===== config.mk =====
export PLATFORM = sky130hd
export DESIGN_NAME = mod_exp_ctrl_flat
export DESIGN_NICKNAME = d
export VERILOG_FILES = /design/src/rtl/mod_exp_ctrl_pkg.sv /design/src/rtl/mod_exp_ctrl_if.sv /design/src/rtl/mod_exp_ctrl_mp_call.sv /design/src/rtl/mod_exp_ctrl.sv /design/src/flat_wrapper.sv
export SDC_FILE = /design/constraint.sdc
export NUM_CORES = 1
export LEC_CHECK = 0
export ABC_CLOCK_PERIOD_IN_PS = 5000
export BUFFER_PORTS_ARGS = -buffer_cell sky130_fd_sc_hd__buf_2
export CAP_MARGIN = 5
export CORE_AREA = 2 2 297 226
export DETAILED_ROUTE_END_ITERATION = 10
export DIE_AREA = 0 0 299 228
export MAX_ROUTING_LAYER = met4
export PLACE_DENSITY = 0.71
export SLEW_MARGIN = 25
export SYNTH_ARGS = -nofsm -noshare
export SYNTH_HDL_FRONTEND = slang
export SYNTH_SLANG_ARGS = --single-unit

===== constraint.sdc =====
create_clock -name clk -period 5 [get_ports clk]
set_input_delay 0.25 -clock clk [delete_from_list [all_inputs] [get_ports clk]]
set_output_delay 0.25 -clock clk [all_outputs]
set_load 0.05 [all_outputs]

===== src/rtl/mod_exp_ctrl_pkg.sv =====
// Shared encodings for the Montgomery modular-exponentiation sequencer:
// outer sequencer states, product-call handshake phases and the constant one.
package mod_exp_ctrl_pkg;

  // Widest operand the constant below covers; narrower users truncate it.
  localparam int unsigned ONE_W = 64;
  localparam logic [ONE_W-1:0] ONE = ONE_W'(1);

  typedef enum logic [2:0] {
    ST_IDLE,
    ST_TO_X,
    ST_TO_ONE,
    ST_SQ,
    ST_MUL,
    ST_FROM,
    ST_FIX
  } state_t;

  // PH_IDLE parks the caller between products; the other three are the call itself.
  typedef enum logic [1:0] {
    PH_IDLE,
    PH_ISSUE,
    PH_GUARD,
    PH_WAIT
  } phase_t;

endpackage


===== src/rtl/mod_exp_ctrl_if.sv =====
// Operand/result bus between the exponentiation sequencer and mon_prod.
interface mod_exp_ctrl_if #(
  parameter int bitLen = 64
);
  logic              mp_start;
  logic [bitLen-1:0] mp_A;
  logic [bitLen-1:0] mp_B;
  logic [bitLen-1:0] mp_M;
  logic              mp_stop;
  logic [bitLen-1:0] mp_P;

  modport master (
    output mp_start,
    output mp_A,
    output mp_B,
    output mp_M,
    input  mp_stop,
    input  mp_P
  );

  modport slave (
    input  mp_start,
    input  mp_A,
    input  mp_B,
    input  mp_M,
    output mp_stop,
    output mp_P
  );
endinterface


===== src/rtl/mod_exp_ctrl_mp_call.sv =====
// One Montgomery product call: latch operands and pulse start, skip one cycle
// in which mon_prod's stop still shows the previous call, then capture P on
// the first stop and hand it back with a one-cycle ack.
module mod_exp_ctrl_mp_call
  import mod_exp_ctrl_pkg::*;
#(
  parameter int bitLen = 64
) (
  input  logic              clk,
  input  logic              rst_n,
  input  logic              req,
  input  logic [bitLen-1:0] a_i,
  input  logic [bitLen-1:0] b_i,
  input  logic [bitLen-1:0] m_i,
  output logic              ack,
  output logic [bitLen-1:0] prod,
  mod_exp_ctrl_if.master    mp
);

  phase_t            phase_q, phase_d;
  logic              start_q, start_d;
  logic              ack_q, ack_d;
  logic [bitLen-1:0] a_q, a_d;
  logic [bitLen-1:0] b_q, b_d;
  logic [bitLen-1:0] prod_q, prod_d;

  // Handshake phase sequencing; operands are frozen in a_q/b_q until the next request.
  always_comb begin
    phase_d = phase_q;
    start_d = 1'b0;
    ack_d   = 1'b0;
    a_d     = a_q;
    b_d     = b_q;
    prod_d  = prod_q;
    case (phase_q)
      PH_IDLE: begin
        if (req) begin
          a_d     = a_i;
          b_d     = b_i;
          start_d = 1'b1;
          phase_d = PH_ISSUE;
        end
      end
      PH_ISSUE: phase_d = PH_GUARD;
      // stop may still be high from the previous product here, so it is not looked at.
      PH_GUARD: phase_d = PH_WAIT;
      PH_WAIT: begin
        if (mp.mp_stop) begin
          prod_d  = mp.mp_P;
          ack_d   = 1'b1;
          phase_d = PH_IDLE;
        end
      end
      default: phase_d = PH_IDLE;
    endcase
  end

  // Handshake state and operand registers.
  always_ff @(posedge clk or negedge rst_n) begin
    if (!rst_n) begin
      phase_q <= PH_IDLE;
      start_q <= 1'b0;
      ack_q   <= 1'b0;
      a_q     <= '0;
      b_q     <= '0;
      prod_q  <= '0;
    end else begin
      phase_q <= phase_d;
      start_q <= start_d;
      ack_q   <= ack_d;
      a_q     <= a_d;
      b_q     <= b_d;
      prod_q  <= prod_d;
    end
  end

  assign mp.mp_start = start_q;
  assign mp.mp_A     = a_q;
  assign mp.mp_B     = b_q;
  assign mp.mp_M     = m_i;
  assign ack         = ack_q;
  assign prod        = prod_q;

endmodule


===== src/rtl/mod_exp_ctrl.sv =====
// Y = X^E mod M via Montgomery products: enter the Montgomery domain, run a
// fixed left-to-right square-and-multiply over every exponent bit (a multiply
// only on set bits, no leading-zero skip), leave the domain and reduce once.
module mod_exp_ctrl
  import mod_exp_ctrl_pkg::*;
#(
  parameter int bitLen   = 64,
  parameter int expLen   = 64,
  parameter int idxWidth = 7
) (
  input  logic              clk,
  input  logic              rst_n,
  input  logic              start,
  input  logic [bitLen-1:0] X,
  input  logic [expLen-1:0] E,
  input  logic [bitLen-1:0] M,
  input  logic [bitLen-1:0] R2,
  output logic              busy,
  output logic              done,
  output logic [bitLen-1:0] Y,
  mod_exp_ctrl_if.master    mp
);

  localparam logic [bitLen-1:0] ONE_B = bitLen'(ONE);

  state_t              state_q, state_d;
  logic [bitLen-1:0]   x_q, x_d;
  logic [expLen-1:0]   e_q, e_d;
  logic [bitLen-1:0]   m_q, m_d;
  logic [bitLen-1:0]   r2_q, r2_d;
  logic [bitLen-1:0]   xbar_q, xbar_d;
  logic [bitLen-1:0]   acc_q, acc_d;
  logic [idxWidth-1:0] idx_q, idx_d;
  logic                busy_q, busy_d;
  logic                done_q, done_d;
  logic [bitLen-1:0]   y_q, y_d;
  logic                pend_q, pend_d;

  logic                ebit;
  logic                call_req;
  logic [bitLen-1:0]   call_a;
  logic [bitLen-1:0]   call_b;
  logic                call_ack;
  logic [bitLen-1:0]   call_prod;

  // Products leave mon_prod in [0, 2M); one conditional subtraction lands in [0, M).
  function automatic logic [bitLen-1:0] cond_sub(input logic [bitLen-1:0] a,
                                                 input logic [bitLen-1:0] m);
    return (a >= m) ? (a - m) : a;
  endfunction

  mod_exp_ctrl_mp_call #(
    .bitLen(bitLen)
  ) u_call (
    .clk  (clk),
    .rst_n(rst_n),
    .req  (call_req),
    .a_i  (call_a),
    .b_i  (call_b),
    .m_i  (m_q),
    .ack  (call_ack),
    .prod (call_prod),
    .mp   (mp)
  );

  // Current exponent bit, operand mux, and one request per product-issuing state visit.
  always_comb begin
    ebit   = |(e_q & (expLen'(1) << idx_q));
    call_a = '0;
    call_b = '0;
    case (state_q)
      ST_TO_X:   begin call_a = x_q;   call_b = r2_q;   end
      ST_TO_ONE: begin call_a = ONE_B; call_b = r2_q;   end
      ST_SQ:     begin call_a = acc_q; call_b = acc_q;  end
      ST_MUL:    begin call_a = acc_q; call_b = xbar_q; end
      ST_FROM:   begin call_a = acc_q; call_b = ONE_B;  end
      default:   begin call_a = '0;    call_b = '0;     end
    endcase
    call_req = !pend_q &&
               ((state_q == ST_TO_X) || (state_q == ST_TO_ONE) || (state_q == ST_SQ) ||
                (state_q == ST_FROM) || ((state_q == ST_MUL) && ebit));
    pend_d   = (pend_q | call_req) & ~call_ack;
  end

  // Outer sequencer: advance on each product ack; clear exponent bits skip the multiply.
  always_comb begin
    state_d = state_q;
    x_d     = x_q;
    e_d     = e_q;
    m_d     = m_q;
    r2_d    = r2_q;
    xbar_d  = xbar_q;
    acc_d   = acc_q;
    idx_d   = idx_q;
    busy_d  = busy_q;
    done_d  = 1'b0;
    y_d     = y_q;
    case (state_q)
      ST_IDLE: begin
        if (start) begin
          x_d     = X;
          e_d     = E;
          m_d     = M;
          r2_d    = R2;
          idx_d   = idxWidth'(expLen - 1);
          busy_d  = 1'b1;
          state_d = ST_TO_X;
        end
      end
      ST_TO_X: begin
        if (call_ack) begin
          xbar_d  = call_prod;
          state_d = ST_TO_ONE;
        end
      end
      ST_TO_ONE: begin
        if (call_ack) begin
          acc_d   = call_prod;
          state_d = ST_SQ;
        end
      end
      ST_SQ: begin
        if (call_ack) begin
          acc_d   = call_prod;
          state_d = ST_MUL;
        end
      end
      ST_MUL: begin
        if (!ebit || call_ack) begin
          if (ebit) begin
            acc_d = call_prod;
          end
          if (idx_q == '0) begin
            state_d = ST_FROM;
          end else begin
            idx_d   = idx_q - idxWidth'(1);
            state_d = ST_SQ;
          end
        end
      end
      ST_FROM: begin
        if (call_ack) begin
          acc_d   = call_prod;
          state_d = ST_FIX;
        end
      end
      ST_FIX: begin
        y_d     = cond_sub(acc_q, m_q);
        done_d  = 1'b1;
        busy_d  = 1'b0;
        state_d = ST_IDLE;
      end
      default: state_d = ST_IDLE;
    endcase
  end

  // Sequencer state, latched operands, accumulator and result registers.
  always_ff @(posedge clk or negedge rst_n) begin
    if (!rst_n) begin
      state_q <= ST_IDLE;
      x_q     <= '0;
      e_q     <= '0;
      m_q     <= '0;
      r2_q    <= '0;
      xbar_q  <= '0;
      acc_q   <= '0;
      idx_q   <= '0;
      busy_q  <= 1'b0;
      done_q  <= 1'b0;
      y_q     <= '0;
      pend_q  <= 1'b0;
    end else begin
      state_q <= state_d;
      x_q     <= x_d;
      e_q     <= e_d;
      m_q     <= m_d;
      r2_q    <= r2_d;
      xbar_q  <= xbar_d;
      acc_q   <= acc_d;
      idx_q   <= idx_d;
      busy_q  <= busy_d;
      done_q  <= done_d;
      y_q     <= y_d;
      pend_q  <= pend_d;
    end
  end

  assign busy = busy_q;
  assign done = done_q;
  assign Y    = y_q;

endmodule


===== src/flat_wrapper.sv =====
// flat-port wrapper written by rule: the top's interface ports become plain ports
module mod_exp_ctrl_flat import mod_exp_ctrl_pkg::*;
#(
  parameter int bitLen   = 64,
  parameter int expLen   = 64,
  parameter int idxWidth = 7
)
  (clk, rst_n, start, X, E, M, R2, busy, done, Y, mp_mp_start, mp_mp_A, mp_mp_B, mp_mp_M, mp_mp_stop, mp_mp_P);
  mod_exp_ctrl_if #(.bitLen(bitLen)) mp_i ();
  input  logic clk;
  input  logic rst_n;
  input  logic start;
  input  logic [bitLen-1:0] X;
  input  logic [expLen-1:0] E;
  input  logic [bitLen-1:0] M;
  input  logic [bitLen-1:0] R2;
  output logic busy;
  output logic done;
  output logic [bitLen-1:0] Y;
  output wire logic [$bits(mp_i.mp_start)-1:0] mp_mp_start;
  output wire logic [$bits(mp_i.mp_A)-1:0] mp_mp_A;
  output wire logic [$bits(mp_i.mp_B)-1:0] mp_mp_B;
  output wire logic [$bits(mp_i.mp_M)-1:0] mp_mp_M;
  input wire logic [$bits(mp_i.mp_stop)-1:0] mp_mp_stop;
  input wire logic [$bits(mp_i.mp_P)-1:0] mp_mp_P;
  assign mp_mp_start = mp_i.mp_start;
  assign mp_mp_A = mp_i.mp_A;
  assign mp_mp_B = mp_i.mp_B;
  assign mp_mp_M = mp_i.mp_M;
  assign mp_i.mp_stop = mp_mp_stop;
  assign mp_i.mp_P = mp_mp_P;
  mod_exp_ctrl #(.bitLen(bitLen), .expLen(expLen), .idxWidth(idxWidth)) u_core (.clk(clk), .rst_n(rst_n), .start(start), .X(X), .E(E), .M(M), .R2(R2), .busy(busy), .done(done), .Y(Y), .mp(mp_i));
endmodule

==> results.md <==
- Fillers: 5252
- Pre-CTS setup slack: 1.101 ns
- FF+latch count, synth: 657
- P_sw: 16.04 mW
- H-tree levels: 3
- Syn_area_per_cell: 9.314 um^2
- CP cell instances: inv_1 -> ha_1 -> a222oi_1 -> mux2_2 -> o22a_1 -> nand4_1 -> o31ai_1 -> a2111o_2 -> o21ai_2 -> and2b_1 -> and2_4 -> buf_12 -> nor2_1 -> a21oi_1
- WP data required: 5.53 ns
- Worst hold path class: input pin to flip-flop
- Max VDD drop: 0.0004296 V
- # setup viols final: 0
- Dpl hpwl: 67420 um
- TritonCTS Sinks: 657
- Post-CTS Hold Buffers: 321
- Pint: 16.85 mW
- Drt total wl: 104600 um
- Num CTS Buffers: 67
- Via density: 5.541
- Layout cell share with drive strength beyond 1: 22.33%
- Number of library cell types mapped by synthesis: 77
- RSZ-0062 raised after global routing: false
- Total power: 32.89 mW
- Placeable Area: 65660 um^2
- Max cap viols: 0
- Multi-input gate area: 13990 um^2
- DR DRC count: 0
- Grt ovf: 0
- Setup TNS: 0 ns
- Routability Congestion: 0.9050
- Via count: 28418
- Post-synth EDFFs: 0
- Pleak: 20.07 nW
- Vias in the first global route: 28080
- DP Cell Count: 4682
- DRT iter0 DRCs: 2340
- Post-synth top area share: 51.81%
- Critical path arrival: 4.53 ns
- Setup bufs post-CTS: 0
- WS Path Type: flip-flop to flip-flop
- Min setup slack post-route: 0.9951 ns
- Area after DPL: 35320 um^2
- Root Driver: clkbuf_16
- Worst skew pair latency: 0.62 ns
- Actual slew at the worst max-slew pin: 1.282 ns
- Synth area leaders: dfrtp_1 52%, nand2_1 9.1%, mux2_2 6.8%
- Post-Layout Cell Count: 5129
- Synth top cells by count: 766 x nand2_1, 657 x dfrtp_1, 394 x a21oi_1, 343 x nor2_1, 193 x mux2_2
- Port Buf Inserts: 582
- Slew HR: 14.54%
- Die Y: 228 um
- Ports: 583
- Die Wd: 299 um
- CTS Buffer Depth: 3
- Period utilisation layout: 80.10%
- Synth warn: 0
- Slowest cell delay on critical path: 0.65 ns
- Num rows: 82
- Routed len/inst: 20.39 um
- Max-slew violation count: 0
- Synth async-reset ratio: 100.0%
- Largest net degree at the start of global routing: 204
- Post-Synthesis Cells: 3407
- Post-synth top area cell: dfrtp_1
- Top FF cell, synth: dfrtp_1
- Most numerous cell in the Yosys netlist: nand2_1
- Gate power share: 53.5%
- Critical path fanouts, max: 92
- Die area: 68170 um^2
- Final Critical Period: 4.005 ns
- Clk network pwr share: 16.3%
- Fin. Hold Viols: 0
- First-pass GRT wire length: 161600 um
- CP endpoint kind: flip-flop
- Initial Util: 48.33%
- FF/Latch Area: 16450 um^2
- DR pass1 iterations: 7
- Layout area overhead: 28.85%
- Register area share after synthesis: 51.81%
- Post-Syn Nets: 3804
- Nets: 4587
- Reg clk slew, reported paths: 0.07 ns
- Peak Freq: 249.7 MHz
- CTS resizes: 0
- Sequential fraction of design power: 30.2%
- DRT antenna net count: 0
- Worst path slowest cell: ha_1
- Setup Skew: 0.03937 ns
- Post-route cell area: 40890 um^2
- Initial antenna violation count: 7
- Outcome: finished, final reports clean
- Tot GR Track Use: 31.14%
- TritonCTS clock tree: done
- Setup crit start kind: flip-flop
- Sw Ratio: 48.77%
- Mapped Area: 31730 um^2
- Pwr dens: 804.5 nW/um^2
## registers in the layout (all words and copies together) (netlist names), 7 cells and up
register               flops
u_core.idx_q               7
u_core.xbar_q             64
u_core.acc_q              64
u_core.Y                  64
u_core.u_call.mp.mp_A     64
u_core.x_q                64
u_core.u_call.mp.mp_B     64
u_core.m_q                64
u_core.r2_q               64
u_core.u_call.prod        64
u_core.e_q                64
## final cells by class
type                       count  share of cell area [%]
sequential                   657                   40.23
clock buffer                  95                   4.804
timing repair buffer         937                   16.14
inverter                     102                  0.9395
antenna                        7                 0.04284
multi-input combinational   2425                   34.22
clock inverter                24                  0.9211
tap                          882                   2.699
## metrics by stage
stage / hold slack, ns / utilization, %
finish: 0.1356 / 62.27
global route: 0.1293 / 62.27
CTS: 0.1070 / 62.24
detailed placement: 0.4012 / 53.78
global placement: 0.4018 / 53.76
floorplan: -0.04559 / -
## layout by cell type (no fill, tap or decap), types with 8 or more instances in the layout
master,netlist,layout
clkinv_2,0,10
nor2_1,343,343
buf_12,0,16
and3_1,9,9
mux2i_1,73,73
xor2_1,35,35
a22oi_1,72,72
o21bai_1,12,12
a31oi_1,20,20
ha_1,72,72
dfrtp_1,657,655
clkbuf_1,144,12
xnor2_1,27,27
buf_4,24,17
clkbuf_16,0,69
o21ai_0,122,122
clkbuf_8,0,14
buf_2,33,581
nand3_1,22,22
a21oi_1,394,394
nand2_1,766,764
nand4_1,21,21
dlygate4sd3_1,0,321
o21a_1,20,20
inv_1,102,100
nor3_1,21,20
mux2_2,193,193
bufinv_16,0,8
a21o_1,29,28
o21ai_1,53,53
a221oi_1,11,11
## per-layer routing
| metal | GRT usage, % | wire length, um |
|---|---|---|
| met1 | 40.95 | 45100 |
| met2 | 47.58 | 47970 |
| met3 | 5.724 | 7251 |
| met4 | 13.06 | 4283 |
| met5 | - | 0 |
## kinds of logic (layout without fill, tap and decap cells)
family          count (synthesis)  after routing  share of synthesized area, %
fa+ha+maj                      73             73                         2.902
compound gates                801            801                         14.85
xor+xnor                       62             62                         1.711
buf+inv                       325           1158                         4.266
simple gates                 1222           1222                         15.24
other cells                     0              7                             0
mux                           267            267                         9.223
flops                         657            657                         51.81
## critical path: cells and delay by family, from the launching register on
kind                       cells  cell delay [ns]
and+or+nand+nor                4             0.62
buffers and inverters          2             0.47
AOI/OAI and AO/OA              6             1.34
muxes                          1             0.30
DFF                            1             0.44
adders and majority gates      1             0.65
## power by group through the flow
stage	sequential, mW	clock, mW	combinational [mW]
after floorplan	12.7	0	9.56
after global placement	9.86	0	16.9
after detailed placement	9.90	0	17.2
after CTS	9.85	5.43	17.4
after global routing	10.2	5.67	19.1
final	9.94	5.37	17.6
## path summary, 6_finish.rpt
| path | slack, ns | start | cells past startpoint | end |
|---|---|---|---|---|
| min in group asynchronous | 0.28 | rst_n | 2 | u_core.u_call.mp.mp_A[9] |
| hold reg to reg | 0.48 | u_core.x_q[3] | 2 | u_core.x_q[3] |
| setup reg to reg | 1.0 | u_core.idx_q[0] | 14 | u_core.u_call.mp.mp_B[42] |
| hold / removal | 0.14 | mp_mp_stop | 3 | u_core.u_call.phase_q[0] |
| setup / recovery | 1.0 | u_core.idx_q[0] | 14 | u_core.u_call.mp.mp_B[42] |
| max in group asynchronous | 3.37 | rst_n | 3 | u_core.r2_q[38] |
(Power assumes the default switching activity.)
